## config.mk

```make
export PLATFORM = sky130hd
export DESIGN_NAME = booth_seq_mac_flat
export DESIGN_NICKNAME = d
export VERILOG_FILES = /design/src/rtl/booth_pkg.sv /design/src/rtl/booth_seq_mac_if.sv /design/src/rtl/booth_pp_sel.sv /design/src/rtl/cla.sv /design/src/rtl/booth_seq_mac.sv /design/src/flat_wrapper.sv
export SDC_FILE = /design/constraint.sdc
export NUM_CORES = 1
export LEC_CHECK = 0
export ABC_AREA = 1
export BUFFER_PORTS_ARGS = -buffer_cell sky130_fd_sc_hd__buf_2
export CAP_MARGIN = 20
export CORE_UTILIZATION = 40
export DETAILED_ROUTE_END_ITERATION = 6
export SYNTH_ARGS = -nofsm -noshare
export SYNTH_HDL_FRONTEND = slang
export SYNTH_SLANG_ARGS = --single-unit
```

## constraint.sdc

```tcl
create_clock -name clk -period 20.9 [get_ports clk]
set_clock_uncertainty 0.05 [all_clocks]
set_input_delay 2.09 -clock clk [delete_from_list [all_inputs] [get_ports clk]]
set_output_delay 2.09 -clock clk [all_outputs]
set_load 0.02 [all_outputs]
```

## src/rtl/booth_pkg.sv

```systemverilog
// Shared types for the sequential radix-4 Booth MAC: FSM states, digit
// select codes and the 3-bit Booth recoder.
package booth_pkg;

  typedef enum logic [1:0] {
    S_IDLE = 2'd0,
    S_RUN  = 2'd1,
    S_DONE = 2'd2
  } state_t;

  typedef enum logic [2:0] {
    SEL_ZERO = 3'd0,
    SEL_P1   = 3'd1,
    SEL_P2   = 3'd2,
    SEL_M1   = 3'd3,
    SEL_M2   = 3'd4
  } sel_t;

  // {b[2i+1], b[2i], b[2i-1]} -> partial product multiple of A
  function automatic sel_t booth_recode(input logic [2:0] d);
    case (d)
      3'b001, 3'b010: return SEL_P1;
      3'b011:         return SEL_P2;
      3'b100:         return SEL_M2;
      3'b101, 3'b110: return SEL_M1;
      default:        return SEL_ZERO;
    endcase
  endfunction

endpackage

```

## src/rtl/booth_seq_mac_if.sv

```systemverilog
// Operand / result handshake bundle for booth_seq_mac.
interface booth_seq_mac_if #(
  parameter int N     = 16,
  parameter int ACC_W = 40
);
  logic                    in_valid;
  logic                    in_ready;
  logic signed [N-1:0]     a;
  logic signed [N-1:0]     b;
  logic                    acc_clr;
  logic                    out_valid;
  logic                    out_ready;
  logic signed [ACC_W-1:0] acc;
  logic                    busy;

  modport master (
    output in_valid, a, b, acc_clr, out_ready,
    input  in_ready, out_valid, acc, busy
  );

  modport slave (
    input  in_valid, a, b, acc_clr, out_ready,
    output in_ready, out_valid, acc, busy
  );
endinterface

```

## src/rtl/booth_pp_sel.sv

```systemverilog
// Builds the CLA B-input and carry-in for one Booth digit: 0, +-A, +-2A
// scaled by 4^i; negation is ~term with cin=1 so the adder does the +1.
module booth_pp_sel
  import booth_pkg::*;
#(
  parameter int N     = 16,
  parameter int ACC_W = 40,
  parameter int SW    = 4
) (
  input  logic signed [N-1:0] a,
  input  logic [2:0]          digit,
  input  logic [SW-1:0]       shamt,
  output logic [ACC_W-1:0]    pp,
  output logic                cin
);
  sel_t             sel;
  logic [ACC_W-1:0] ax, mag, sh;

  always_comb begin
    sel = booth_recode(digit);
    ax  = {{(ACC_W-N){a[N-1]}}, a};
    mag = (sel == SEL_P2 || sel == SEL_M2) ? (ax << 1) : ax;
    sh  = mag << shamt;
    pp  = '0;
    cin = 1'b0;
    case (sel)
      SEL_P1, SEL_P2: pp = sh;
      SEL_M1, SEL_M2: begin
        pp  = ~sh;
        cin = 1'b1;
      end
      default: ;
    endcase
  end
endmodule

```

## src/rtl/cla.sv

```systemverilog
// Generic W-bit adder with propagate/generate carry chain.
module cla #(
  parameter int W = 40
) (
  input  logic [W-1:0] a,
  input  logic [W-1:0] b,
  input  logic         cin,
  output logic [W-1:0] sum,
  output logic         cout
);
  logic [W-1:0] p, g;
  logic [W:0]   c;

  assign p = a ^ b;
  assign g = a & b;

  always_comb begin
    c    = '0;
    c[0] = cin;
    for (int i = 0; i < W; i++) c[i+1] = g[i] | (p[i] & c[i]);
  end

  assign sum  = p ^ c[W-1:0];
  assign cout = c[W];
endmodule

```

## src/rtl/booth_seq_mac.sv

```systemverilog
// Sequential radix-4 Booth multiply-accumulate: one Booth digit per cycle
// through a single shared CLA, result held in acc until the next run ends.
module booth_seq_mac
  import booth_pkg::*;
#(
  parameter int N     = 16,
  parameter int ACC_W = 40
) (
  input  logic             clk,
  input  logic             rst,
  booth_seq_mac_if.slave   bus
);
  localparam int CW   = $clog2(N/2);
  localparam int SW   = CW + 1;
  localparam int LAST = N/2 - 1;

  state_t              state, nxt;
  logic signed [N-1:0] a_q;
  logic [N:0]          b_q;      // b with the implicit b[-1]=0 at bit 0
  logic [ACC_W-1:0]    wacc, acc_q, sum, pp;
  logic                cin;
  logic [CW-1:0]       cnt;
  logic [SW-1:0]       shamt;
  logic [2:0]          digit;
  logic                last;

  assign shamt = {cnt, 1'b0};
  assign digit = b_q[shamt +: 3];
  assign last  = (cnt == CW'(LAST));

  booth_pp_sel #(.N(N), .ACC_W(ACC_W), .SW(SW)) u_pp (
    .a     (a_q),
    .digit (digit),
    .shamt (shamt),
    .pp    (pp),
    .cin   (cin)
  );

  // carry-out is meaningless: accumulation wraps modulo 2^ACC_W
  cla #(.W(ACC_W)) u_cla (
    .a    (wacc),
    .b    (pp),
    .cin  (cin),
    .sum  (sum),
    .cout ()
  );

  always_ff @(posedge clk or posedge rst) begin
    if (rst) state <= S_IDLE;
    else     state <= nxt;
  end

  always_comb begin
    nxt = state;
    case (state)
      S_IDLE:  if (bus.in_valid) nxt = S_RUN;
      S_RUN:   if (last)         nxt = S_DONE;
      S_DONE:  if (bus.out_ready) nxt = S_IDLE;
      default: nxt = S_IDLE;
    endcase
  end

  always_comb begin
    bus.in_ready  = (state == S_IDLE) && !rst;
    bus.busy      = (state == S_RUN);
    bus.out_valid = (state == S_DONE);
    bus.acc       = acc_q;
  end

  always_ff @(posedge clk or posedge rst) begin
    if (rst) begin
      a_q   <= '0;
      b_q   <= '0;
      wacc  <= '0;
      acc_q <= '0;
      cnt   <= '0;
    end else begin
      case (state)
        S_IDLE: if (bus.in_valid) begin
          a_q  <= bus.a;
          b_q  <= {bus.b, 1'b0};
          wacc <= bus.acc_clr ? '0 : acc_q;
          cnt  <= '0;
        end
        S_RUN: begin
          wacc <= sum;
          cnt  <= cnt + 1'b1;
          if (last) acc_q <= sum;
        end
        default: ;
      endcase
    end
  end
endmodule

```

## src/flat_wrapper.sv

```systemverilog
// flat-port wrapper written by rule: the top's interface ports become plain ports
module booth_seq_mac_flat import booth_pkg::*;
#(
  parameter int N     = 16,
  parameter int ACC_W = 40
)
  (clk, rst, bus_in_valid, bus_a, bus_b, bus_acc_clr, bus_out_ready, bus_in_ready, bus_out_valid, bus_acc, bus_busy);
  booth_seq_mac_if #(.N(N), .ACC_W(ACC_W)) bus_i ();
  input  logic clk;
  input  logic rst;
  input wire logic [$bits(bus_i.in_valid)-1:0] bus_in_valid;
  input wire logic [$bits(bus_i.a)-1:0] bus_a;
  input wire logic [$bits(bus_i.b)-1:0] bus_b;
  input wire logic [$bits(bus_i.acc_clr)-1:0] bus_acc_clr;
  input wire logic [$bits(bus_i.out_ready)-1:0] bus_out_ready;
  output wire logic [$bits(bus_i.in_ready)-1:0] bus_in_ready;
  output wire logic [$bits(bus_i.out_valid)-1:0] bus_out_valid;
  output wire logic [$bits(bus_i.acc)-1:0] bus_acc;
  output wire logic [$bits(bus_i.busy)-1:0] bus_busy;
  assign bus_i.in_valid = bus_in_valid;
  assign bus_i.a = bus_a;
  assign bus_i.b = bus_b;
  assign bus_i.acc_clr = bus_acc_clr;
  assign bus_i.out_ready = bus_out_ready;
  assign bus_in_ready = bus_i.in_ready;
  assign bus_out_valid = bus_i.out_valid;
  assign bus_acc = bus_i.acc;
  assign bus_busy = bus_i.busy;
  booth_seq_mac #(.N(N), .ACC_W(ACC_W)) u_core (.clk(clk), .rst(rst), .bus(bus_i));
endmodule
```

# Word-level counts from Yosys, hierarchy flattened
# Cells that the tools add are included.
[word_totals] out_inout_bits=43 in_bits=37 reg_bits=117 elab_cells=133
[classes] bitwise=82 shifts=2 eq_ne=16 add_sub_neg=1 n_mux=13 reduce_logical=13
[op_table] op="$pmux 40 s2" count=2
[op_table] op="$mux 40" count=2
[op_table] op="$xor 40x40->40" count=2
[op_table] op="$not 40->40" count=1
[op_table] op="$shl 40x4->40" count=1
[op_table] op="$and 1x1->1" count=39
[op_table] op="$and 39x39->39" count=1
[op_table] op="$or 1x1->1" count=39
[op_table] op="$shiftx 17x5->3" count=1
[op_table] op="$mux 16" count=1
[op_table] op="$eq 3x3->1 const B" count=5
[op_table] op="$eq 3x2->1 const B" count=4
[op_table] op="$pmux 3 s4" count=1
[op_table] op="$reduce_or 2->1" count=4
[op_table] op="$eq 3x1->1 const B" count=2
[op_table] op="$mux 2" count=3
[op_table] op="$pmux 2 s3" count=1
[op_table] op="$pmux 3 s2" count=1
[op_table] op="$reduce_and 2->1" count=3
[op_table] op="$ne 2x2->1 const B" count=2
[op_table] op="$add 3x1->3 const B" count=1
[op_table] op="$mux 3" count=1
[op_table] op="$reduce_and 3->1" count=1
[op_table] op="$eq 2x1->1 const B" count=1
[op_table] op="other kinds (8)" count=8

# Depth between registers and ports, before layout
[logic_depth] word_depth=91 mapped_depth=59 ltp_nobuf=57

# Modules after synthesis
# From an unflattened synthesis, not the netlist that was laid out.
[hier_totals] hier_cells=1135 area_unflattened_um2=8052.7
[by_module_without_submodules] mod="booth_seq_mac" instances=1 area_each_um2=5275.1 cells_each=673 seq_area_each_um2=2927.8
[by_module_without_submodules] mod="booth_pp_sel" instances=1 area_each_um2=1939.4 cells_each=412 seq_area_each_um2=0.0
[by_module_without_submodules] mod="cla" instances=1 area_each_um2=838.3 cells_each=50 seq_area_each_um2=0.0

# Least setup slack after synthesis
# OpenSTA, ideal clock, no wires.
[synth_path] kind="register to register" start="register u_core.cnt[0]" end="register u_core.acc_q[39], in the netlist u_core.bus.acc[39]" slack_ns=1.952 setup_ns=0.125 stages_incl_launch_ff=56 n_path_buf=3 arrival_ns=18.773 path_cell_list="dfrtp_1 > buf_6 > inv_6 > buf_6 > nand2_2 > nand3_2 > nand3_1 > nand2_1 > nand2_1 > nand2_1 > inv_2 > clkbuf_1 > a31oi_1 > fa_1 > inv_1 > fa_1 > fa_1 > fa_1 > [... 20 more ...] > fa_1 > fa_1 > fa_1 > fa_1 > fa_1 > fa_1 > fa_1 > fa_1 > fa_1 > fa_1 > fa_1 > fa_1 > fa_1 > fa_1 > fa_1 > xor2_1 > xor2_1 > mux2_2"
[synth_between] elab_chain_len=90
[synth_rtl] element="from (decl)" line_no="booth_seq_mac.sv:22" rtl="logic [CW-1:0] cnt;"
[synth_rtl] element="from (signal assigned)" line_no="booth_seq_mac.sv:87" rtl="cnt <= cnt + 1'b1;"
[synth_rtl] element="$shiftx 17x5->3" line_no="booth_seq_mac.sv:28" rtl="assign digit = b_q[shamt +: 3];"
[synth_rtl] element="$eq 3x3->1 (tied with other cells)" line_no="booth_pkg.sv:21" rtl="case (d)"
[synth_rtl] element="$reduce_or 2->1" line_no="booth_pkg.sv:21"
[synth_rtl] element="$pmux 3 s4" line_no="booth_pkg.sv:21"
[synth_rtl] element="$eq 3x2->1 or $eq 3x3->1 (tied branches)" line_no="booth_pp_sel.sv:22, booth_pp_sel.sv:26"
[synth_rtl] element="$logic_or 1x1->1" line_no="booth_pp_sel.sv:22" rtl="mag = (sel == SEL_P2 || sel == SEL_M2) ? (ax << 1) : ax;"
[synth_rtl] element="$mux 16" line_no="booth_pp_sel.sv:22"
[synth_rtl] element="$shl 40x4->40" line_no="booth_pp_sel.sv:23" rtl="sh = mag << shamt;"
[synth_rtl] element="[... 74 more ...]"
[synth_rtl] element="$or 1x1->1" line_no="cla.sv:20" rtl="for (int i = 0; i < W; i++) c[i+1] = g[i] | (p[i] & c[i]);"
[synth_rtl] element="$and 1x1->1" line_no="cla.sv:20"
[synth_rtl] element="$or 1x1->1" line_no="cla.sv:20"
[synth_rtl] element="$and 1x1->1" line_no="cla.sv:20"
[synth_rtl] element="$or 1x1->1" line_no="cla.sv:20"
[synth_rtl] element="$and 1x1->1" line_no="cla.sv:20"
[synth_rtl] element="$or 1x1->1" line_no="cla.sv:20"
[synth_rtl] element="$xor 40x40->40" line_no="cla.sv:23" rtl="assign sum = p ^ c[W-1:0];"
[synth_rtl] element="to (signal assigned)" line_no="booth_seq_mac.sv:88" rtl="if (last) acc_q <= sum;"
[synth_rtl] element="to (decl)" line_no="booth_seq_mac.sv:20" rtl="logic [ACC_W-1:0] wacc, acc_q, sum, pp;"
# Several ways; a longest one is shown, not always the timed one.
# A chain may end at the register's enable or synchronous reset.

# Worst setup path in the final report
# Same ends and word-level chain as after synthesis.

==> flow_summary.toml <==
[drt]
antenna_left = 0
drtIter0Drc = 386
dr_total_vias = 6254
routed_wl_um = 17800
wl_per_cell_um = 14.5
avgViaCountPerCell = 5.10
first_pass_iters = 5
drc = 0

[synth]
synth_edf_count = 0
synthTopCellsByArea = "dfrtp_1 40%, nand2_1 16%, fa_1 11%, nand3_1 11%, inv_1 3.6%"
synth_top_area_share = 0.402
synth_common_cells = "309 x nand2_1, 154 x nand3_1, 117 x dfrtp_1"
syn_nets = 1006
async_reset_ff_frac = 1.00
yosysMostFrequentCell = "nand2_1"
ys_ff_latch = 117
syn_avg_cell_area_um2 = 7.86
yosys.area.top_type = "dfrtp_1"
yosys_warnings = 0
mappedNetlistArea_um2 = 7290
dominantRegCellSynth = "dfrtp_1"
synthCells = 928
synth_cell_types = 29
seq_area_frac_synth = 0.402

[sta]
rsz0062_at_grt = "false"
hold_viol_final = 0
worst_slew_pin_slew_ps = 956
setup_ws_ps = 1180
fmax_mhz = 50.7
relSlewSlack = 0.363
final.setup.tns_ps = 0
fin_crit_sh = 0.944
setup_viol = 0
fin_crit_ps = 19720
drv_slew = 0

[placement]
place_congestion = 0.861
dpl.hpwl_um = 12200
pre_cts_slack_ps = 1070
port-buffer-count = 79

[floorplanning]
die_w_um = 137
start_util = 0.407
core.rowCount = 49
die_h_um = 137
die_area_um2 = 18800
coreArea_um2 = 17900
ios = 80

[global_routing]
grt_max_degree = 75
grt_pass1_wl_um = 30300
grt_overflow_total = 0
grt_pass1_vias = 6046
antenna_found_initial = 0
track_usage = 0.209

[cts]
path_clk_slew_ps = 50
hold_buffers = 0
clk_latency_ps = 420
post_cts.repair.setup_buffers = 0
cts_tree = "yes"
clock-sinks = 117
cts_made_buffers = 17
ctsResizeCount = 0
cts-root-buf = "clkbuf_16"
cts_max_path_buffers = 2
cts_max_level = 4

[worst_setup_path]
path_class = "register to register"
path_common_cell = "fa_1"
cp.required_ps = 21150
max_stage_delay_ps = 650
cp_max_fo = 37
endpoint_kind = "register"
arrival_ps = 19970
critPathLaunchType = "register"
worst_path_max_delay_cell = "dfrtp_1"

[finish]
final_nets = 1062
fillers = 1816
syn2layout_area_growth_pct = 15.5
diodes = 0
post_route_cells_drive_above_1_share = 0.153

[run]
max-cap-violations = 0

[hold_path]
min-delay-path-class = "register to register"

[outcome]
status = "complete, no violations"
## routing by layer
layer  up-vias  track usage  share of wire
met5         -            0              0
met3        19       0.0441          0.040
met1      2967        0.282           0.47
li1       3129            -              -
met2       139        0.334           0.47
met4         0       0.0641          0.015
## sequential cells by signal, indices dropped and copies added (netlist names)
name / count
u_core.state: 2
u_core.a_q: 16
u_core.bus.acc: 40
u_core.wacc: 40
u_core.cnt: 3
u_core.b_q: 16
## layout make-up
type | count | area, µm² | area share
Tap cell | 229 | 287 | 0.0340
Clock buffer | 24 | 492 | 0.0584
Multi-Input combinational cell | 682 | 3810 | 0.452
Inverter | 72 | 280 | 0.0333
Sequential cell | 117 | 2930 | 0.347
Timing Repair Buffer | 94 | 508 | 0.0603
Clock inverter | 8 | 121 | 0.0144
## metrics by stage
stage	area (µm²)	utilization	std cells	hold slack, ps
finish	8430	0.471	1226	449
floorplan	7290	-	928	422
global placement	7810	0.436	1194	440
global route	8430	0.471	1226	481
CTS	8430	0.471	1226	455
detailed placement	7810	0.436	1194	441
## cells in the final DEF, fill, tap and decap left out, types with 10 or more instances in the layout
master | synthesis | routed
buf_4 | 1 | 15
buf_2 | 11 | 79
fa_1 | 39 | 39
nand2_1 | 309 | 307
nand3_1 | 154 | 154
nor2_1 | 37 | 36
dfrtp_1 | 117 | 117
o211ai_1 | 32 | 32
o21ai_0 | 43 | 43
clkbuf_16 | 0 | 17
nand3_2 | 11 | 11
inv_1 | 69 | 68
a21oi_1 | 30 | 30
mux2_2 | 10 | 10
## cells by family (layout without fill, tap and decap cells)
group,count (synthesis),count (layout),share of synthesized area
xor+xnor,2,2,0.00240
compound gates,113,113,0.0901
simple gates,516,516,0.303
fa+ha+maj,41,41,0.111
flops,117,117,0.402
mux,10,10,0.0154
buf+inv,129,198,0.0770
## final timing paths
check	from	to	slack, ps	cells past startpoint
hold / removal	u_core.bus.acc[25]	u_core.bus.acc[25]	450	2
setup / recovery	u_core.cnt[0]	u_core.bus.acc[39]	1180	55
hold reg to reg	u_core.bus.acc[25]	u_core.bus.acc[25]	450	2
setup reg to reg	u_core.cnt[0]	u_core.bus.acc[39]	1180	55
min in group asynchronous	rst	u_core.wacc[1]	1700	2
max in group asynchronous	rst	u_core.bus.acc[4]	17720	3
## critical path, delay by kind of cell (launching register included)
family / cells / cell delay [ps]
xor gates and xnor gates: 2 / 330
adders and majority gates: 39 / 16730
and+or+nand+nor: 9 / 1000
AOI/OAI and AO/OA: 2 / 290
buffers and inverters: 2 / 260
muxes: 1 / 260
DFF: 1 / 650
Power is not shown: default switching activity piles up to over one toggle a cycle in this logic, so the estimate is an artifact.
